## config.mk

```make
export PLATFORM = sky130hd
export DESIGN_NAME = seq1010_tx
export DESIGN_NICKNAME = d
export VERILOG_FILES = /design/src/rtl/seq1010_tx.sv
export SDC_FILE = /design/constraint.sdc
export NUM_CORES = 1
export LEC_CHECK = 0
export BUFFER_PORTS_ARGS = -buffer_cell sky130_fd_sc_hd__buf_2
export CAP_MARGIN = 30
export CORE_AREA = 3 3 44 56
export DETAILED_ROUTE_END_ITERATION = 8
export DIE_AREA = 0 0 47 59
export GPL_TIMING_DRIVEN = 0
export PLACE_DENSITY = 0.76
export SLEW_MARGIN = 5
export SYNTH_ARGS = -nofsm -noshare
export SYNTH_HDL_FRONTEND = slang
export SYNTH_SLANG_ARGS = --single-unit
```

## constraint.sdc

```tcl
create_clock -name clk -period 2.15 [get_ports clk]
set_input_delay 0.1075 -clock clk [delete_from_list [all_inputs] [get_ports clk]]
set_output_delay 0.1075 -clock clk [all_outputs]
set_load 0.1 [all_outputs]
```

## src/rtl/seq1010_tx.sv

```systemverilog
// seq1010_tx: serial frame transmitter. Each accepted word goes out as a 1010 preamble,
// the payload MSB first, an optional even-parity bit and a run of forced-zero gap bits.
`timescale 1ns/1ps
module seq1010_tx #(
  parameter int DATA_W    = 8,
  parameter int PARITY_EN = 1,
  parameter int GAP_BITS  = 2
) (
  input  logic              clk,
  input  logic              reset,
  input  logic [DATA_W-1:0] tx_data,
  input  logic              tx_valid,
  output logic              tx_ready,
  output logic              dout,
  output logic              frame_active,
  output logic              sync_pulse
);

  localparam int MAX_A   = (DATA_W > 4) ? DATA_W : 4;
  localparam int MAX_LEN = (GAP_BITS > MAX_A) ? GAP_BITS : MAX_A;
  localparam int CNT_W   = $clog2(MAX_LEN) + 1;

  localparam logic [CNT_W-1:0] CNT_ZERO  = {CNT_W{1'b0}};
  localparam logic [CNT_W-1:0] CNT_ONE   = {{(CNT_W-1){1'b0}}, 1'b1};
  localparam logic [CNT_W-1:0] PRE_LOAD  = CNT_W'(32'd3);
  localparam logic [CNT_W-1:0] DATA_LOAD = CNT_W'(DATA_W - 1);
  localparam logic [CNT_W-1:0] GAP_LOAD  = CNT_W'((GAP_BITS > 0) ? (GAP_BITS - 1) : 0);

  typedef enum logic [2:0] {
    ST_IDLE = 3'd0,
    ST_PRE  = 3'd1,
    ST_DATA = 3'd2,
    ST_PAR  = 3'd3,
    ST_GAP  = 3'd4
  } state_t;

  function automatic logic even_parity(input logic [DATA_W-1:0] word);
    return ^word;
  endfunction

  state_t             state_r;
  state_t             state_nxt_s;
  logic [CNT_W-1:0]   cnt_r;
  logic [CNT_W-1:0]   cnt_nxt_s;
  logic [DATA_W-1:0]  shift_r;
  logic               par_r;
  logic               accept_s;
  logic               last_s;
  logic               dout_nxt_s;
  logic               active_nxt_s;
  logic               sync_nxt_s;
  logic               ready_nxt_s;

  assign accept_s = tx_valid & tx_ready & (state_r == ST_IDLE);
  assign last_s   = (cnt_r == CNT_ZERO);

  // Next state and shared down-counter; the counter is reloaded on every state entry
  always_comb begin
    state_nxt_s = state_r;
    cnt_nxt_s   = cnt_r;
    case (state_r)
      ST_IDLE: begin
        if (accept_s) begin
          state_nxt_s = ST_PRE;
          cnt_nxt_s   = PRE_LOAD;
        end else begin
          state_nxt_s = ST_IDLE;
          cnt_nxt_s   = CNT_ZERO;
        end
      end
      ST_PRE: begin
        if (last_s) begin
          state_nxt_s = ST_DATA;
          cnt_nxt_s   = DATA_LOAD;
        end else begin
          cnt_nxt_s   = cnt_r - CNT_ONE;
        end
      end
      ST_DATA: begin
        if (!last_s) begin
          cnt_nxt_s   = cnt_r - CNT_ONE;
        end else if (PARITY_EN != 0) begin
          state_nxt_s = ST_PAR;
          cnt_nxt_s   = CNT_ZERO;
        end else if (GAP_BITS > 0) begin
          state_nxt_s = ST_GAP;
          cnt_nxt_s   = GAP_LOAD;
        end else begin
          state_nxt_s = ST_IDLE;
          cnt_nxt_s   = CNT_ZERO;
        end
      end
      ST_PAR: begin
        if (GAP_BITS > 0) begin
          state_nxt_s = ST_GAP;
          cnt_nxt_s   = GAP_LOAD;
        end else begin
          state_nxt_s = ST_IDLE;
          cnt_nxt_s   = CNT_ZERO;
        end
      end
      ST_GAP: begin
        if (last_s) begin
          state_nxt_s = ST_IDLE;
          cnt_nxt_s   = CNT_ZERO;
        end else begin
          cnt_nxt_s   = cnt_r - CNT_ONE;
        end
      end
      default: begin
        state_nxt_s = ST_IDLE;
        cnt_nxt_s   = CNT_ZERO;
      end
    endcase
  end

  // Line values for the coming cycle, decoded from the state being entered
  always_comb begin
    dout_nxt_s   = 1'b0;
    active_nxt_s = 1'b0;
    sync_nxt_s   = 1'b0;
    ready_nxt_s  = 1'b0;
    case (state_nxt_s)
      ST_IDLE: begin
        ready_nxt_s = 1'b1;
      end
      ST_PRE: begin
        // counter 3,2,1,0 maps onto line bits 1,0,1,0
        dout_nxt_s   = cnt_nxt_s[0];
        active_nxt_s = 1'b1;
        sync_nxt_s   = (cnt_nxt_s == CNT_ZERO);
      end
      ST_DATA: begin
        dout_nxt_s   = shift_r[DATA_W-1];
        active_nxt_s = 1'b1;
      end
      ST_PAR: begin
        dout_nxt_s   = par_r;
        active_nxt_s = 1'b1;
      end
      ST_GAP: begin
        dout_nxt_s   = 1'b0;
      end
      default: begin
        ready_nxt_s  = 1'b0;
      end
    endcase
  end

  // State, counter and registered line outputs
  always_ff @(posedge clk or posedge reset) begin
    if (reset) begin
      state_r      <= ST_IDLE;
      cnt_r        <= CNT_ZERO;
      dout         <= 1'b0;
      frame_active <= 1'b0;
      sync_pulse   <= 1'b0;
      tx_ready     <= 1'b1;
    end else begin
      state_r      <= state_nxt_s;
      cnt_r        <= cnt_nxt_s;
      dout         <= dout_nxt_s;
      frame_active <= active_nxt_s;
      sync_pulse   <= sync_nxt_s;
      tx_ready     <= ready_nxt_s;
    end
  end

  // Payload shift register and parity latch, loaded only on the handshake
  always_ff @(posedge clk or posedge reset) begin
    if (reset) begin
      shift_r <= {DATA_W{1'b0}};
      par_r   <= 1'b0;
    end else if (accept_s) begin
      shift_r <= tx_data;
      par_r   <= even_parity(tx_data);
    end else if (state_nxt_s == ST_DATA) begin
      shift_r <= shift_r << 1'b1;
      par_r   <= par_r;
    end else begin
      shift_r <= shift_r;
      par_r   <= par_r;
    end
  end

endmodule

```

==> metrics.yaml <==
ys_ff_latch: 20
tritoncts: "built"
fin_crit_ns: 2.03
grt_max_degree: 21
cts_root_buffer: "clkbuf_4"
fp.dieW_um: 47
r2r_setup_slack_ns: 0.12
ios: 15
yosysTopAreaCell: "dfrtp_1"
synthArstFlopShare_pct: 100
post-route-period-util_pct: 94.3
rsz0062_at_grt: "false"
syn2layout_area_growth_pct: 14.8
hold_path_class: "in2reg"
power.density_mw_per_mm2: 1730
synth_mux_area_share_pct: 7.53
rows: 18
yosys.area_share.xor_xnor_pct: 7.41
synth_edf_count: 0
drv_cap: 0
die-area_sq_mm: 0.00277
diodes: 0
hold_slack_ns: 0.0797
design_area_sq_mm: 0.00122
synth.area.top_cells: "dfrtp_1 45%, mux2i_1 7.5%, xnor2_1 7.4%"
fin_ws_ns: 0.123
syn-cell-area_sq_mm: 0.00106
finalPower_mw: 2.11
place_inst: 138
arrival_ns: 2.18
nNetsFinal: 136
initial_core_util_pct: 53.7
drt_wl_total_um: 1960
tns_ns: 0
dp_hpwl_um: 1540
final_cell_count_no_fill: 143
synth_top_family_by_area: "simple AND/OR/NAND/NOR gates"
tightest_slew_ns: 0.737
num_vias: 791
ys_seq_area_share_pct: 47.2
fin_skew_ns: 0.0134
hold_viol_final: 0
r2r_end: "dout"
fillers: 180
grt_pass1_wl_um: 3500
wire_per_inst_um: 13.7
portBuffers: 14
cts_sinks: 20
crit_path_max_fanout: 6
first_global_vias: 810
power.leakage_nw: 0.533
ff2ff_path_depth: 6
synthCells: 104
core_area_sq_mm: 0.00198
grt_overflow_total: 0
cts.htree.levels: 1
preCtsSetupSlack_ns: 0.127
slew_headroom_pct: 50.8
peakVddDrop_mv: 0.995
min_to: "shift_r[4]"
synth.top_cell.area_share_pct: 44.7
antenna_left: 0
ys_warn_count: 0
synth_nets: 116
status: "finished clean"
setup_viol: 0
fp.dieH_um: 59
synth_flop_cell: "dfrtp_1"
worstSetupStartpointType: "register"
postLayoutCoreUtil_pct: 61.6
synth_compound_area_share_pct: 16.1
cts.path.max_buffers: 2
first_pass_iters: 4
numCtsBuffers: 3
worstSkewPairLatency_ns: 0.29
yosys.area_share.simple_pct: 16.9
path_clk_slew_ns: 0.12
final_layout_size_suffix_gt1_share_pct: 20.3
cts_resized: 0
synth.distinct_cells: 33
grt_usage_pct: 17.2
finalWeightedCongestion: 0.896
synthAdderAreaFrac_pct: 1.18
crit_type: "reg2reg"
worstSetupEndpointType: "register"
r2r-start: "cnt_r[0]"
critPathRequiredTime_ns: 2.30
post_cts_buffers: 0
avgSynthCellArea_sq_um: 10.2
avgViaCountPerCell: 5.53
fmax_mhz: 493
hold_depth: 3
postPlaceCellArea_sq_mm: 0.00116
drv_slew: 0
drtIter0Drc: 16
antenna_found_initial: 0
route.detailed.drc: 0
worstHoldStart: "tx_data[4]"
## worst max-delay path: stages (launching register included)
cell and delay [ns]:
dfrtp_1 0.43, inv_1 0.11, ha_1 0.19, or3b_4 0.46
o311ai_4 0.33, mux2i_1 0.23, o221ai_1 0.15
## power breakdown
group | total [mW] | internal (mW) | switching, mW
registers | 0.668 | 0.553 | 0.115
clock network | 0.297 | 0.188 | 0.109
logic | 1.15 | 0.419 | 0.729
total | 2.11 | 1.16 | 0.953
## how the worst max path moves through the flow
stage          startpoint  slack [ns]   end  cells after the start
2_1_floorplan    cnt_r[0]        0.32  dout                      6
3_3_place_gp     cnt_r[0]        0.18  dout                      6
3_5_place_dp     cnt_r[0]        0.13  dout                      6
4_1_cts          cnt_r[0]        0.13  dout                      6
5_1_grt          cnt_r[0]        0.04  dout                      6
6_report         cnt_r[0]        0.12  dout                      6
## cells in the final DEF (no fill, tap or decap)
master	netlist	layout
nand4b_1	1	1
buf_2	1	15
o21ai_0	2	2
xnor2_1	9	9
nor2b_1	3	3
o221ai_1	2	2
buf_1	1	1
nand2_1	7	7
nor3_1	3	3
a21oi_4	1	1
mux2i_1	8	8
or3b_4	1	1
nand2b_4	1	1
nor2_1	10	10
nor3b_1	1	1
clkbuf_4	0	3
ha_1	1	1
nand4_1	1	1
bufinv_16	0	1
inv_1	7	7
nand3_1	2	2
o22ai_1	1	1
o311a_1	1	1
a21oi_1	11	11
dfstp_2	1	1
nor3b_2	1	1
o21ai_1	1	1
o311ai_4	1	1
clkbuf_1	1	1
or2_1	1	1
dfrtp_1	19	19
o32ai_1	1	1
dlygate4sd3_1	0	1
nand2b_1	1	1
a2bb2oi_1	1	1
o211ai_1	1	1
## synthesized netlist by cell type (all sizes together) (2+ instances only)
master,instances
a21oi,12
buf,2
nand2,7
nor3,3
nor3b,2
mux2i,8
nand2b,2
o21ai,3
nor2b,3
o221ai,2
nor2,10
nand3,2
dfrtp,19
xnor2,9
inv,7
## state kept, by name, summed over array words and instances, names as in the netlist
signal	cells
shift_r	8
cnt_r	4
state_r	3
dout	1
frame_active	1
par_r	1
sync_pulse	1
tx_ready	1
## repair_timing
action | in CTS | in global routing
endpoints found under the setup margin | 0 | 0
hold buffers | 1 | 0
hold endpoints to repair | 19 | 0
## cell families after synthesis
family / after synthesis
and+or+nand+nor: 33
buffers and inverters: 10
AOI/OAI and AO/OA: 23
muxes: 8
DFF: 20
adders and majority gates: 1
xor gates and xnor gates: 9
## cell type report
type	count	area (sq um)	share of cell area (%)
clock inverter	1	30.0	2.46
buffer	3	12.5	1.02
multi-input combinational	74	523	42.8
timing repair buffer	15	80.1	6.56
sequential	20	502	41.1
clock buffer	3	22.5	1.84
inverter	7	26.3	2.15
tap	20	25.0	2.05
## routing by layer
metal / vias up / GRT usage (%) / part of all wire (%)
met3: 2 / 1.82 / 2.6
met5: - / 0 / 0
met2: 11 / 31.5 / 56
met1: 380 / 20.4 / 40
met4: 0 / 4.74 / 0.61
li1: 398 / - / -
No activity file was read; power rests on OpenSTA's default activity.
